File: config.mk
export PLATFORM = sky130hd
export DESIGN_NAME = ram_copy_engine
export DESIGN_NICKNAME = d
export VERILOG_FILES = /design/src/rtl/ram_copy_engine_pkg.sv /design/src/rtl/ram_copy_counter.sv /design/src/rtl/ram_copy_engine.sv
export SDC_FILE = /design/constraint.sdc
export NUM_CORES = 1
export LEC_CHECK = 0
export CAP_MARGIN = 5
export CORE_MARGIN = 4
export CORE_UTILIZATION = 54
export CTS_CLUSTER_SIZE = 8
export DETAILED_ROUTE_END_ITERATION = 10
export GPL_TIMING_DRIVEN = 0
export PLACE_DENSITY = 0.81
export SLEW_MARGIN = 25
export SYNTH_ARGS = -nofsm -noshare
export SYNTH_HDL_FRONTEND = slang
export SYNTH_SLANG_ARGS = --single-unit
File: constraint.sdc
create_clock -name clk -period 3.5 [get_ports clk]
set_input_delay 0.525 -clock clk [delete_from_list [all_inputs] [get_ports clk]]
set_output_delay 0.525 -clock clk [all_outputs]
set_load 0.05 [all_outputs]
File: src/rtl/ram_copy_engine_pkg.sv
// rtl/ram_copy_engine_pkg.sv - shared state encodings, mode constants and default widths
package ram_copy_engine_pkg;

    localparam int DEF_ADDR_W = 14;
    localparam int DEF_DATA_W = 16;

    localparam logic MODE_COPY = 1'b0;
    localparam logic MODE_FILL = 1'b1;

    typedef enum logic [1:0] {
        ST_IDLE  = 2'd0,
        ST_READ  = 2'd1,
        ST_WRITE = 2'd2,
        ST_FILL  = 2'd3
    } state_e;

endpackage

File: src/rtl/ram_copy_counter.sv
// rtl/ram_copy_counter.sv - word index register with clear, increment and last-word compare
module ram_copy_counter
    import ram_copy_engine_pkg::*;
#(
    parameter int ADDR_W = DEF_ADDR_W
) (
    input  logic              clk,
    input  logic              reset,
    input  logic              clr,
    input  logic              inc,
    input  logic [ADDR_W:0]   len,
    output logic [ADDR_W-1:0] idx,
    output logic              last
);

    logic [ADDR_W-1:0] idx_q;
    logic [ADDR_W-1:0] idx_d;

    always_comb begin
        idx_d = idx_q;
        if (clr) begin
            idx_d = '0;
        end else if (inc) begin
            idx_d = idx_q + 1'b1;
        end
    end

    always_ff @(posedge clk) begin
        if (reset) begin
            idx_q <= '0;
        end else begin
            idx_q <= idx_d;
        end
    end

    // len is one bit wider than idx so a full-RAM count (2**ADDR_W) still compares correctly
    assign idx  = idx_q;
    assign last = ({1'b0, idx_q} == (len - 1'b1));

endmodule

File: src/rtl/ram_copy_engine.sv
// rtl/ram_copy_engine.sv - block copy / fill initiator for a single-port combinational-read RAM
module ram_copy_engine
    import ram_copy_engine_pkg::*;
#(
    parameter int ADDR_W = DEF_ADDR_W,
    parameter int DATA_W = DEF_DATA_W
) (
    input  logic              clk,
    input  logic              reset,
    input  logic              start,
    input  logic              mode,
    input  logic [ADDR_W-1:0] src,
    input  logic [ADDR_W-1:0] dst,
    input  logic [ADDR_W:0]   len,
    input  logic [DATA_W-1:0] fill_value,
    output logic              busy,
    output logic              done,
    output logic [ADDR_W-1:0] ram_address,
    output logic              ram_load,
    output logic [DATA_W-1:0] ram_in,
    input  logic [DATA_W-1:0] ram_out
);

    state_e            state_q, state_d;
    logic [ADDR_W-1:0] src_q, src_d;
    logic [ADDR_W-1:0] dst_q, dst_d;
    logic [ADDR_W:0]   len_q, len_d;
    logic [DATA_W-1:0] fill_q, fill_d;
    logic [DATA_W-1:0] data_q, data_d;
    logic [ADDR_W-1:0] addr_q, addr_d;
    logic              load_q, load_d;
    logic              busy_q, busy_d;
    logic              done_q, done_d;

    logic              cnt_clr;
    logic              cnt_inc;
    logic [ADDR_W-1:0] idx;
    logic              last;

    ram_copy_counter #(.ADDR_W(ADDR_W)) u_counter (
        .clk   (clk),
        .reset (reset),
        .clr   (cnt_clr),
        .inc   (cnt_inc),
        .len   (len_q),
        .idx   (idx),
        .last  (last)
    );

    // Outputs are computed for the next state so every pin comes straight from a flop
    always_comb begin
        state_d = state_q;
        src_d   = src_q;
        dst_d   = dst_q;
        len_d   = len_q;
        fill_d  = fill_q;
        data_d  = data_q;
        addr_d  = addr_q;
        load_d  = 1'b0;
        done_d  = 1'b0;
        cnt_clr = 1'b0;
        cnt_inc = 1'b0;
        case (state_q)
            ST_IDLE: begin
                if (start) begin
                    src_d   = src;
                    dst_d   = dst;
                    len_d   = len;
                    fill_d  = fill_value;
                    cnt_clr = 1'b1;
                    if (len == '0) begin
                        done_d = 1'b1;
                    end else if (mode == MODE_COPY) begin
                        state_d = ST_READ;
                        addr_d  = src;
                    end else begin
                        state_d = ST_FILL;
                        addr_d  = dst;
                        data_d  = fill_value;
                        load_d  = 1'b1;
                    end
                end
            end
            ST_READ: begin
                state_d = ST_WRITE;
                data_d  = ram_out;
                addr_d  = dst_q + idx;
                load_d  = 1'b1;
            end
            ST_WRITE: begin
                if (last) begin
                    state_d = ST_IDLE;
                    done_d  = 1'b1;
                end else begin
                    state_d = ST_READ;
                    cnt_inc = 1'b1;
                    addr_d  = src_q + idx + 1'b1;
                end
            end
            ST_FILL: begin
                if (last) begin
                    state_d = ST_IDLE;
                    done_d  = 1'b1;
                end else begin
                    cnt_inc = 1'b1;
                    addr_d  = dst_q + idx + 1'b1;
                    data_d  = fill_q;
                    load_d  = 1'b1;
                end
            end
            default: begin
                state_d = ST_IDLE;
            end
        endcase
        busy_d = (state_d != ST_IDLE);
    end

    always_ff @(posedge clk) begin
        if (reset) begin
            state_q <= ST_IDLE;
            src_q   <= '0;
            dst_q   <= '0;
            len_q   <= '0;
            fill_q  <= '0;
            data_q  <= '0;
            addr_q  <= '0;
            load_q  <= 1'b0;
            busy_q  <= 1'b0;
            done_q  <= 1'b0;
        end else begin
            state_q <= state_d;
            src_q   <= src_d;
            dst_q   <= dst_d;
            len_q   <= len_d;
            fill_q  <= fill_d;
            data_q  <= data_d;
            addr_q  <= addr_d;
            load_q  <= load_d;
            busy_q  <= busy_d;
            done_q  <= done_d;
        end
    end

    assign busy        = busy_q;
    assign done        = done_q;
    assign ram_address = addr_q;
    assign ram_load    = load_q;
    assign ram_in      = data_q;

endmodule

==> flow_summary_export.csv, run 1 <==
group,metric,value,unit
critical_path,cp_max_fo,10,
clock_tree,postCtsSetupBuffers,0,
global_route,grt_pass1_vias,6208,
clock_tree,cts-root-buf,"clkbuf_16",
critical_path,cp-startpoint,"len_q[0]$_SDFFE_PP0P_",
critical_path,r2r_setup_slack,0.18,ns
route,vias,6789,
placement,placed_area,7974,um^2
yosys,yosys-top-cells-count,"165 x nand2_1, 110 x a21oi_1, 108 x dfxtp_1",
route,route.detailed.drc,0,
critical_path,regToRegEndpoint,"ram_in[8]$_SDFFE_PP0P_",
clock_tree,clkLatencyLatePin,0.36,ns
floorplanning,pin_count,112,
sta,whs,0.4532,ns
power_and_ir_drop,powerDensity,411.2,nW/um^2
sta,skew,0.005870,ns
finish,area_growth_syn_to_layout,25.11,%
sta,grt_setup_unrepaired,"false",
clock_tree,clk_pin_slew,0.07,ns
floorplanning,initial_core_util,55.32,%
clock_tree,htreeDepth,3,
yosys,synth.most_common_cell,"nand2_1",
yosys,syn-num-nets,964,
floorplanning,num_rows,40,
global_route,grt_remaining_overflow,0,
yosys,yosysUniqueCellTypes,69,
route,wire_per_inst,17.92,um
job,maxCapViolations,0,
yosys,syn_area_per_cell,7.813,um^2
sta,hold_viol,0,
placement,port_buffers,109,
global_route,grt_start_max_net_pins,19,
sta,tightest_slew,0.8268,ns
route,drtIter0Drc,657,
route,vias_per_cell,5.919,
yosys,synth_top_area_cell,"dfxtp_1",
critical_path,reg2regPathDepth,13,
clock_tree,holdBufCountCts,0,
floorplanning,fp.dieW,119.2,um
yosys,synth_edf_count,0,
clock_tree,clock_sinks,108,
hold_path,hold_path_depth,2,
yosys,synthesis.area,6673,um^2
sta,max_slew_margin,44.88,%
yosys,ys_warn_count,0,
sta,setup_viol,0,
route,drtAntennaViolNets,0,
critical_path,r2r_start,"len_q[0]$_SDFFE_PP0P_",
yosys,synth.top_cell.area_share,32.40,%
critical_path,endpoint_kind,"flop",
critical_path,cp.required,3.74,ns
sta,fin_crit_sh,94.73,%
placement,place.gp.congestion,0.9519,
clock_tree,clockBufferDepth,2,
power_and_ir_drop,p_leak,3.286,nW
clock_tree,cts_tree,"done",
global_route,antenna_found_initial,0,
sta,post-route-min-period,3.315,ns
floorplanning,core,12060,um^2
hold_path,min_to,"ram_address[8]$_SDFFE_PP0P_",
finish,nets,1084,
critical_path,critPathLaunchType,"flop",
floorplanning,die_h,119.2,um
floorplanning,dieArea,14200,um^2
finish,insertedDiodeCount,0,
yosys,synth_top_cells_by_area,"dfxtp_1 32%, nand2_1 9.3%, a21oi_1 8.3%, mux2i_1 7.1%, ha_1 5.4%",
power_and_ir_drop,ir_drop,0.0002839,V
critical_path,criticalPathCategory,"flop to flop",
yosys,synth_seq_cells,108,
yosys,synth_cells,854,
critical_path,arrival,3.55,ns
yosys,yosys_most_used_dff,"dfxtp_1",
route,wl,20550,um
sta,timing.fmax,0.3016,GHz
sta,setup_tns,0,ns
hold_path,hp-start,"ram_address[8]$_SDFFE_PP0P_",
route,firstDrtPassIters,5,
global_route,track_usage,28.44,%
hold_path,hp-class,"flop to flop",
global_route,grt_pass1_wl,32000,um
placement,place_hpwl,15400,um
yosys,async_flop_share,0,%
clock_tree,cts_buffers,9,
run_status,status,"completed",
yosys,ys_seq_area_share,32.40,%
finish,drive_gt1_share,5.107,%
sta,final_max_slew_viol_count,0,
finish,finalInstanceArea,8348,um^2
## cell usage in the layout, fill, tap and decap left out, types with 16 or more instances in the layout
cell type / instances
nand2_1: 165
a21oi_1: 110
clkdlybuf4s50_1: 109
dfxtp_1: 104
nor2_1: 68
mux2i_1: 47
clkbuf_1: 36
ha_1: 29
xnor2_1: 26
xor2_1: 20
inv_1: 18
o21ai_0: 18
nand3_1: 16
## layer usage
| metal | global-route usage [%] | share of wire [%] | up-vias |
|---|---|---|---|
| li1 | - | - | 3265 |
| met1 | 37.07 | 42 | 3150 |
| met2 | 43.94 | 44 | 335 |
| met3 | 8.405 | 11 | 39 |
| met4 | 11.80 | 3.2 | 0 |
| met5 | 0 | 0 | - |
## timing repair
item | in CTS | in global routing
endpoints found under the hold margin | 0 | 0
gates resized for setup | 2 | 13
pin swaps | 0 | 1
setup endpoints to repair | 1 | 17
gates cloned | 0 | 0
## stage by stage
step / setup WS (ns) / util, % / total power, mW / instances
6_report: 0.1845 / 69.21 / 3.433 / 1147
5_1_grt: 0.01497 / 69.21 / 3.584 / 1147
4_1_cts: 0.02585 / 68.79 / 3.430 / 1147
3_5_place_dp: -0.07390 / 66.11 / 2.361 / 1131
3_3_place_gp: -0.04027 / 66.11 / 2.345 / 1131
2_1_floorplan: 0.4995 / - / 2.027 / 854
## kinds of logic (layout without fill, tap and decap cells)
logic type | Yosys count | after routing | share of synthesized area, %
AO/OA/AOI/OAI | 201 | 201 | 18.30
adder cells (fa/ha/maj) | 31 | 31 | 6.038
flip-flops | 108 | 108 | 32.40
buffers and inverters | 67 | 192 | 4.125
multiplexers | 53 | 53 | 8.738
XOR/XNOR | 49 | 49 | 6.432
AND/OR/NAND/NOR | 345 | 345 | 23.96
## state kept, by name (all words and copies together) (netlist names), 2 cells and up
name / cells
ram_address: 14
fill_q: 16
dst_q: 14
u_counter.idx: 14
ram_in: 16
src_q: 14
state_q: 2
len_q: 15
## critical path, stage by stage (launching register included)
cell,delay (ns)
dfxtp_1,0.38
inv_1,0.08
ha_1,0.19
or3b_2,0.52
nor4_4,0.36
mux2i_1,0.24
mux2i_1,0.10
o21ai_2,0.24
nand3_2,0.24
a32o_1,0.28
buf_6,0.15
buf_6,0.16
mux2i_1,0.18
nor2_1,0.06
## power by group
part           switching [mW]  internal, mW  leakage, nW
Sequential             0.0633          1.32        0.887
Combinational           0.584         0.390         2.25
Clock                   0.490         0.586        0.152
## worst max path at each step
stage,endpoint,slack (ns),depth (start not counted)
floorplan,ram_address[13]$_SDFFE_PP0P_,0.50,13
global placement,ram_address[13]$_SDFFE_PP0P_,-0.04,13
detailed placement,ram_address[13]$_SDFFE_PP0P_,-0.07,13
CTS,ram_address[13]$_SDFFE_PP0P_,0.03,13
global route,ram_in[10]$_SDFFE_PP0P_,0.01,13
finish,ram_in[8]$_SDFFE_PP0P_,0.18,13
## cell type report
class | count | area [um^2]
repair buffers | 109 | 1091
flip-flops and latches | 108 | 2167
well taps | 168 | 210.2
plain buffers | 48 | 205.2
multi-input cells | 679 | 4293
fillers | 992 | 3714
clock inverters | 5 | 67.56
clock buffers | 11 | 242.7
inverters | 19 | 71.32
(Power assumes the default switching activity.)
==> run 2: changes to the inputs <==
--- a/config.mk
+++ b/config.mk
@@ -7,11 +7,11 @@
 export LEC_CHECK = 0
 export CAP_MARGIN = 5
 export CORE_MARGIN = 4
-export CORE_UTILIZATION = 54
+export CORE_UTILIZATION = 49
 export CTS_CLUSTER_SIZE = 8
 export DETAILED_ROUTE_END_ITERATION = 10
 export GPL_TIMING_DRIVEN = 0
-export PLACE_DENSITY = 0.81
+export PLACE_DENSITY = 0.77
 export SLEW_MARGIN = 25
 export SYNTH_ARGS = -nofsm -noshare
 export SYNTH_HDL_FRONTEND = slang
==> constraint.sdc (replaced) <==
create_clock -name clk -period 2.8 [get_ports clk]
set_input_delay 0.42 -clock clk [delete_from_list [all_inputs] [get_ports clk]]
set_output_delay 0.42 -clock clk [all_outputs]
set_load 0.05 [all_outputs]
==> run 2 against run 1 <==
  * The run now ends with negative setup slack left
  * Maximum frequency up 7.5%
  * Total power up 28%
  * Largest power group unchanged
  * Critical endpoint is now ram_address[13]$_SDFFE_PP0P_
  * Largest cell class unchanged
  * Critical path type unchanged
  * Final cell count up 4.7%
  * Critical path depth down 2
  * Final area up 12%
  * Wire length up 13%
==> flow_summary_export.csv, run 2 (synthesis gave the netlist of run 1 again) <==
group,metric,value,unit
clock_tree,clock_sinks,108,
sta,timing.fmax,0.3242,GHz
sta,whs,0.4549,ns
route,route.detailed.drc,0,
critical_path,criticalPathCategory,"flop to flop",
critical_path,r2r_setup_slack,-0.28,ns
route,drtAntennaViolNets,0,
sta,post-route-min-period,3.085,ns
finish,multi_input_area,4782,um^2
finish,regArea,2195,um^2
route,firstDrtPassIters,7,
clock_tree,clk_pin_slew,0.07,ns
job,maxCapViolations,0,
clock_tree,clockBufferDepth,2,
global_route,antenna_found_initial,0,
sta,setup_viol,42,
critical_path,regToRegEndpoint,"ram_address[13]$_SDFFE_PP0P_",
route,wl,23250,um
floorplanning,pin_count,112,
critical_path,r2r_start,"u_counter.idx[4]$_SDFFE_PP0P_",
sta,max_slew_margin,45.04,%
critical_path,cp.required,3.01,ns
floorplanning,core,13300,um^2
sta,setup_tns,-4.324,ns
clock_tree,clkLatencyLatePin,0.37,ns
critical_path,cp_max_fo,6,
hold_path,hp-start,"ram_address[2]$_SDFFE_PP0P_",
hold_path,min_to,"ram_address[2]$_SDFFE_PP0P_",
hold_path,hold_path_depth,2,
floorplanning,die_h,124.7,um
clock_tree,htreeDepth,3,
hold_path,hp-class,"flop to flop",
global_route,grt_start_max_net_pins,18,
critical_path,reg2regPathDepth,11,
critical_path,slowest_delay,0.42,ns
power_and_ir_drop,ir_drop,0.0003383,V
floorplanning,initial_core_util,50.19,%
critical_path,critPathLaunchType,"flop",
sta,tightest_slew,0.8245,ns
finish,area_growth_syn_to_layout,40.05,%
critical_path,arrival,3.30,ns
run_status,violations,"negative setup slack",
run_status,status,"finished with violations",
clock_tree,cts_tree,"done",
sta,final_max_slew_viol_count,0,
critical_path,cp_top_family,"simple AND/OR/NAND/NOR gates",
clock_tree,cts_buffers,9,
critical_path,crit_buf_inv,1,
sta,grt_setup_unrepaired,"true",
finish,stdcell_count,1201,
sta,hold_viol,0,
finish,layout_commonest_cell,"nand2_1",
sta,skew,0.01280,ns
floorplanning,fp.dieW,124.7,um
finish,nets,1130,
placement,port_buffers,109,
global_route,track_usage,27.93,%
global_route,grt_pass1_wl,35320,um
placement,placedCellCount,1139,
finish,fill_cells,978,
sta,setup_ws,-0.2849,ns
route,wire_per_inst,19.36,um
route,vias,7226,
placement,place_hpwl,15230,um
clock_tree,holdBufCountCts,0,
power_and_ir_drop,powerDensity,471.7,nW/um^2
finish,drive_gt1_share,17.66,%
power_and_ir_drop,p_leak,3.669,nW
clock_tree,cts-root-buf,"clkbuf_16",
route,vias_per_cell,6.017,
placement,place.gp.congestion,0.9989,
critical_path,path_cells,"ha_2 -> a21o_1 -> a31oi_2 -> nand2_1 -> xnor2_4 -> nor4_4 -> and4b_1 -> clkbuf_8 -> a31oi_1 -> nor4b_2 -> a221oi_1",
critical_path,slowest_stage,"dfxtp_4",
sta,fin_crit_sh,110.2,%
global_route,grt_pass1_vias,6767,
placement,preCtsSetupSlack,-0.5044,ns
floorplanning,num_rows,42,
route,drtIter0Drc,742,
critical_path,endpoint_kind,"flop",
finish,insertedDiodeCount,0,
global_route,grt_remaining_overflow,0,
floorplanning,dieArea,15550,um^2
finish,layout_common_cells,"162 x nand2_1, 109 x clkdlybuf4s50_1, 103 x a21oi_1, 94 x dfxtp_1, 66 x nor2_1",
-- run 2: changes by cell type in the layout (fill, tap and decap cells not counted), sizes merged --
cell,previous run,this run
buf,12,59
clkinvlp,0,2
bufinv,1,0
clkbuf,47,46
inv,20,19
-- run 2: layout make-up --
cell class                 count  area share [%]
buffer                        44           2.437
tap                          176           2.356
clock inverter                 5          0.4017
clock buffer                  11           2.490
timing repair buffer         159           16.84
sequential                   108           23.48
inverter                      19          0.8167
multi-input combinational    679           51.17
-- run 2: how the worst max path moves through the flow --
stage          cells past startpoint                     startpoint  slack [ns]                           end
6_report                          11  u_counter.idx[4]$_SDFFE_PP0P_       -0.28  ram_address[13]$_SDFFE_PP0P_
2_1_floorplan                     12          len_q[0]$_SDFFE_PP0P_       -0.02        ram_in[7]$_SDFFE_PP0P_
3_5_place_dp                      11  u_counter.idx[4]$_SDFFE_PP0P_       -0.50  ram_address[13]$_SDFFE_PP0P_
5_1_grt                           11  u_counter.idx[4]$_SDFFE_PP0P_       -0.38  ram_address[13]$_SDFFE_PP0P_
4_1_cts                           12          len_q[1]$_SDFFE_PP0P_       -0.22        ram_in[2]$_SDFFE_PP0P_
3_3_place_gp                      11  u_counter.idx[4]$_SDFFE_PP0P_       -0.49  ram_address[13]$_SDFFE_PP0P_
-- run 2: timing repair --
item,in CTS,in global routing
pin swaps,26,35
buffers inserted,29,22
cloned,4,0
resized for setup,107,52
setup endpoints to repair,44,48
-- run 2: report_power, final --
part | switching [mW] | internal (mW)
combinational | 0.823 | 0.629
sequential | 0.0807 | 1.65
clock | 0.619 | 0.609
total | 1.52 | 2.89
-- run 2: per-stage QoR --
stage	total power [mW]	utilization, %	cell area [um^2]
after floorplan	2.539	-	6708
after CTS	4.323	67.91	9029
after detailed placement	2.955	60.31	8019
final	4.408	70.29	9345
after global placement	2.943	60.31	8019
after global routing	4.577	70.29	9345
-- run 2: worst register-to-register path, delay by kind of cell (launching register included) --
family	cells	cell delay, ns
and+or+nand+nor	4	1.08
AOI/OAI and AO/OA	4	0.74
DFF	1	0.42
adders and majority gates	1	0.35
xor gates and xnor gates	1	0.21
buffers and inverters	1	0.15
-- run 2: routing by layer --
layer / share of wire [%] / track usage, % / vias to the layer above / wire length [um]
li1: - / - / 3350 / -
met1: 40 / 36.68 / 3381 / 9328
met2: 44 / 41.92 / 406 / 10210
met3: 11 / 7.204 / 89 / 2456
met4: 5.4 / 15.02 / 0 / 1257
met5: 0 / 0 / - / 0
